[src/rtl/reg_file_sb.sv]
// Parametrised register file with hardwired-zero x0, optional write-to-read
// forwarding and a per-register pending-write scoreboard for hazard detection.
module reg_file_sb #(
    parameter int DW     = 32,
    parameter int DEPTH  = 32,
    parameter int AW     = $clog2(DEPTH),
    parameter int NUM_RD = 2,
    parameter int BYPASS = 1
) (
    input  logic                 CLK,
    input  logic                 RST,
    input  logic [NUM_RD*AW-1:0] RADR,
    input  logic [NUM_RD-1:0]    RVALID,
    output logic [NUM_RD*DW-1:0] RDATA,
    output logic [NUM_RD-1:0]    RBUSY,
    output logic                 HAZARD,
    input  logic                 WE,
    input  logic [AW-1:0]        WA,
    input  logic [DW-1:0]        WD,
    input  logic                 ISSUE,
    input  logic [AW-1:0]        ISSUE_RD,
    output logic [DEPTH-1:0]     BUSY_VEC
);

    logic [DW-1:0]    mem_r [DEPTH];
    logic [DEPTH-1:0] busy_r;
    logic [DEPTH-1:0] busy_nxt_s;
    logic             we_s;
    logic             issue_s;

    // Reset masks writes and issues so forwarding cannot leak WD while RST is high.
    assign we_s    = WE && !RST;
    assign issue_s = ISSUE && !RST;

    // Register storage; x0 is cleared by reset and never written afterwards.
    always_ff @(posedge CLK or posedge RST) begin
        if (RST) begin
            for (int i = 0; i < DEPTH; i++) begin
                mem_r[i] <= {DW{1'b0}};
            end
        end else if (we_s && (WA != {AW{1'b0}})) begin
            mem_r[WA] <= WD;
        end
    end

    // Next scoreboard state: an issue to the same register beats the clearing write.
    always_comb begin
        busy_nxt_s = {DEPTH{1'b0}};
        for (int r = 1; r < DEPTH; r++) begin
            if (issue_s && (ISSUE_RD == AW'(r))) begin
                busy_nxt_s[r] = 1'b1;
            end else if (we_s && (WA == AW'(r))) begin
                busy_nxt_s[r] = 1'b0;
            end else begin
                busy_nxt_s[r] = busy_r[r];
            end
        end
    end

    // Scoreboard flops.
    always_ff @(posedge CLK or posedge RST) begin
        if (RST) begin
            busy_r <= {DEPTH{1'b0}};
        end else begin
            busy_r <= busy_nxt_s;
        end
    end

    for (genvar k = 0; k < NUM_RD; k++) begin : g_rd
        logic [AW-1:0] addr_s;
        logic          zero_s;
        logic          fwd_s;

        assign addr_s = RADR[k*AW +: AW];
        assign zero_s = (addr_s == {AW{1'b0}});
        // A forwarded operand is never reported busy: its producer is writing now.
        assign fwd_s  = (BYPASS != 0) && we_s && (WA == addr_s);

        assign RDATA[k*DW +: DW] = zero_s ? {DW{1'b0}} :
                                   fwd_s  ? WD         : mem_r[addr_s];
        assign RBUSY[k] = !zero_s && !fwd_s && busy_r[addr_s];
    end

    assign HAZARD   = |(RBUSY & RVALID);
    assign BUSY_VEC = busy_r;

endmodule

[config.mk]
export PLATFORM = sky130hd
export DESIGN_NAME = reg_file_sb
export DESIGN_NICKNAME = d
export VERILOG_FILES = /design/src/rtl/reg_file_sb.sv
export SDC_FILE = /design/constraint.sdc
export NUM_CORES = 2
export LEC_CHECK = 0
export CELL_PAD_IN_SITES_DETAIL_PLACEMENT = 0
export CELL_PAD_IN_SITES_GLOBAL_PLACEMENT = 1
export CORE_AREA = 3 3 341 343
export CTS_CLUSTER_SIZE = 30
export DETAILED_ROUTE_END_ITERATION = 10
export DIE_AREA = 0 0 344 346
export PLACE_DENSITY_LB_ADDON = 0.1
export SYNTH_ARGS = -nofsm -noshare
export SYNTH_HDL_FRONTEND = slang
export SYNTH_SLANG_ARGS = --single-unit
[constraint.sdc]
create_clock -name CLK -period 50.3 [get_ports CLK]
set_clock_uncertainty 0.2 [all_clocks]
set_input_delay 15.09 -clock CLK [delete_from_list [all_inputs] [get_ports CLK]]
set_output_delay 15.09 -clock CLK [all_outputs]
set_load 0.01 [all_outputs]
==> qor_table.md <==
| Quantity | This run |
|:---|:---|
| Largest net degree at the start of global routing | 182 |
| Post-Route Hold Slack | 0.195 ns |
| Status | complete, no violations |
| Antenna violations before repair | 7 |
| Clock-pin slew on the worst setup and hold paths | 0.06 ns |
| Width of the die | 344 um |
| HP Class | reg2reg |
| Setup crit start | RADR[7] |
| Startpoint type of the worst setup path | input port |
| Area of all sequential standard cells | 0.0264 mm2 |
| Post-synth ARST share | 1.00 |
| Max-cap violations | 0 |
| Setup Total Neg Slack | 0 ns |
| Clock H-tree levels | 3 |
| Later-pin clock latency in the skew report | 0.73 ns |
| Path depth of the worst reg2reg path | 2 |
| Final setup violation count | 0 |
| Initial DRT Pass Iterations | 5 |
| Final period utilization | 0.695 |
| Final weighted congestion in routability-driven placement | 0.831 |
| Register area share after synthesis | 0.466 |
| Number of buffers inserted for hold repair after clock tree synthesis | 0 |
| Setup repair after global routing missed its margin | no |
| Area occupied by multi-input gates | 0.0284 mm2 |
| Floorplan Core Area | 0.114 mm2 |
| Power consumption | 0.00236 W |
| Launch instance of the worst min-delay path | mem_r[1020] |
| Number of fill cells in the layout | 9119 |
| DRC Markers | 0 |
| Initial Utilization | 0.498 |
| First-pass GRT wire length | 281 mm |
| Detailed placer's ending HPWL | 111 mm |
| Clk Tree Root Cell | clkbuf_16 |
| Remaining global-route overflow | 0 |
| Register-to-register path setup slack | 49.09 ns |
| Final Routed Wirelength | 192 mm |
| Number of cells after detailed placement | 5150 |
| Max stage delay on crit path | 0.89 ns |
| Synthesis-to-layout area growth | 11.5% |
| Detailed-route vias per instance | 6.91 |
| Syn Area/Cell | 14.8 um2 |
| FF-to-FF End | BUSY_VEC[9] |
| Flip-flop cell with the highest count after synthesis | dfrtp_1 |
| Worst min-delay path endpoint | mem_r[1020] |
| Timing-limited maximum frequency | 0.0286 GHz |
| Ratio of cells with drive above 1 in the final layout | 0.484 |
| Worst Setup Path Type | in2out |
| Count of port buffers added during placement | 155 |
| Post-CTS setup-driven buffer insertion count | 0 |
| Clock period minus worst slack | 34.94 ns |
| Finished Layout Cells | 5373 |
| CP Cell Sequence | buf_4 > buf_4 > or3_1 > nor3_1 > a31oi_4 > buf_4 > nand2b_2 > o221ai_1 > clkdlybuf4s50_1 |
| CP max stage cell | buf_4 |
| Yosys top cell area share | 0.466 |
| WL per Instance | 35.7 um |
| Die Footprint | 0.119 mm2 |
| Number of clock buffers inserted by TritonCTS | 117 |
| Pwr Density | 37.4 mW/mm2 |
| Hold path cells | 0 |
| Count of yosys warnings during synthesis | 0 |
| Global Route Usage Sum | 0.325 |
| Flip-flop and latch count after synthesis | 1055 |
| Remaining number of nets flagged by the antenna check after routing | 0 |
| Chip Height | 346 um |
| Count of endpoints failing hold in the final timing report | 0 |
| Count of different cell masters after synthesis | 56 |
| Synth top area cells | dfrtp_1 47%, mux4_2 21%, mux2_2 20% |
| Max Buffers Root-to-Sink | 3 |
| Row count | 124 |
| Largest fanout on the critical path | 37 |
| CP arrival | 19.65 ns |
| Static Leak | 27.8 nW |
| Required time of the critical path | 35.01 ns |
| Routed via count | 37100 |
| Clock tree from TritonCTS | done |
| Synth Net Count | 3880 |
| Starting DRC count in detailed routing | 3460 |
| Clock Sinks | 1055 |
| Transition time at the pin with the least slew margin | 1.26 ns |
| Utilization of the core after routing | 0.555 |
| Netlist Area Pre-Place | 0.0567 mm2 |
| Vias in the first global route | 39800 |
| Category of cells accounting for the largest share of critical-path delay | buffers and inverters |
| Worst slew slack as a fraction of its limit | 0.160 |
| CP Buf/Inv Count | 4 |
| Number of enable-type register cells in the synthesized netlist | 0 |
| Number of gates given a new drive strength after cts | 0 |
| Most repeated library cell on the critical path | buf_4 |
| Synthesized netlist cell count | 3822 |
| Launch point of the worst reg-to-reg path | BUSY_VEC[9] |
| I/O pin total | 157 |
| Final Max Tran Viols | 0 |
| Number of cells on the critical path | 9 |
| Most area-hungry cell type in the Yosys netlist | dfrtp_1 |
| Number of nets in the finished design | 3815 |
| Maximum resistive drop on vdd | 29.8 uV |
| Crit end category | output pin |
==> layer usage <==
layer  share of wire  GRT usage
met2            0.47      0.504
met4           0.042      0.126
met5        0.000052          0
met3           0.082     0.0657
met1            0.41      0.456
==> kinds of logic after synthesis <==
kind of cell / share of synthesized area
multiplexers: 0.432
flip-flops: 0.466
buffers and inverters: 0.0364
AND/OR/NAND/NOR: 0.0280
AO/OA/AOI/OAI: 0.0362
XOR/XNOR: 0.00155
other: 0.0000662
==> area by class of cell <==
class,count,area share
Antenna cell,2,0.0000792
Timing Repair Buffer,248,0.0362
Multi-Input combinational cell,2291,0.449
Inverter,44,0.00273
Tap cell,1512,0.0299
Clock buffer,185,0.0581
Sequential cell,1055,0.418
Clock inverter,36,0.00606
==> power by group <==
part	leakage [nW]	switching [W]	internal [W]
logic	11.8	0.000180	0.000238
clock network	2.02	0.000366	0.000533
registers	14.0	0.0000876	0.000960
total	27.8	0.000634	0.00173
==> how the worst max path moves through the flow <==
stage                         to  slack, ns
global placement       RDATA[36]      15.41
CTS                    RDATA[36]      15.38
floorplan           BUSY_VEC[10]       5.26
detailed placement     RDATA[36]      15.39
global route           RDATA[22]      15.13
finish                 RDATA[36]      15.36
==> synth_stat cells, types with 5 or more instances <==
cell and n:
mux2_2 992, a21oi_1 14, o22ai_1 53, clkinv_1 25
buf_2 84, o211ai_1 6, a22oi_1 39, buf_6 10
nor2b_1 28, o2111ai_1 6, nor3_1 12, dfrtp_1 1055
buf_4 21, nand2b_1 25, nand3_1 39, inv_1 19
nand3b_1 6, a32oi_1 12, xor2_1 7, mux4_2 531
nand2_1 115, mux2_1 9, nand4_1 5, nor2_1 69
a211oi_1 23, a32o_1 17, and3_1 6, clkbuf_1 209
mux2i_1 124, a221oi_1 18, nor3b_1 8, o221ai_1 13
buf_1 107, a22o_1 7, o21ai_0 71
==> worst register-to-register path, cell delays in order, from the launching register on <==
cell and delay, ns:
dfrtp_1 0.72, nand2_1 0.10, o21ai_0 0.11
==> cell usage in the layout, fill, tap and decap left out, types with 13 or more instances in the layout <==
cell type | synthesis | layout
o22ai_1 | 53 | 53
a221oi_1 | 18 | 18
a21oi_1 | 14 | 14
buf_4 | 21 | 94
clkbuf_1 | 209 | 23
a211oi_1 | 23 | 23
a32o_1 | 17 | 17
clkbuf_8 | 0 | 42
nand2b_1 | 25 | 22
nand3_1 | 39 | 39
nor2b_1 | 28 | 27
dfrtp_1 | 1055 | 1055
mux2_2 | 992 | 992
clkinv_1 | 25 | 25
clkbuf_16 | 0 | 120
o21ai_0 | 71 | 71
inv_1 | 19 | 17
a22oi_1 | 39 | 39
o221ai_1 | 13 | 13
mux2i_1 | 124 | 124
nand2_1 | 115 | 97
clkdlybuf4s50_1 | 0 | 145
clkinv_2 | 0 | 23
mux4_2 | 531 | 531
nand2_2 | 0 | 18
nor2_1 | 69 | 57
==> through the flow <==
stage | setup WS (ns) | instance area (um2)
floorplan | 5.26 | 56700
global placement | 15.41 | 59100
global route | 15.13 | 63200
finish | 15.36 | 63200
detailed placement | 15.39 | 59100
CTS | 15.38 | 63200
==> sequential cells by signal, indices dropped and copies added, names as in the netlist <==
signal	cells
mem_r	1024
BUSY_VEC	31
Power figures use the tool's default switching activity.
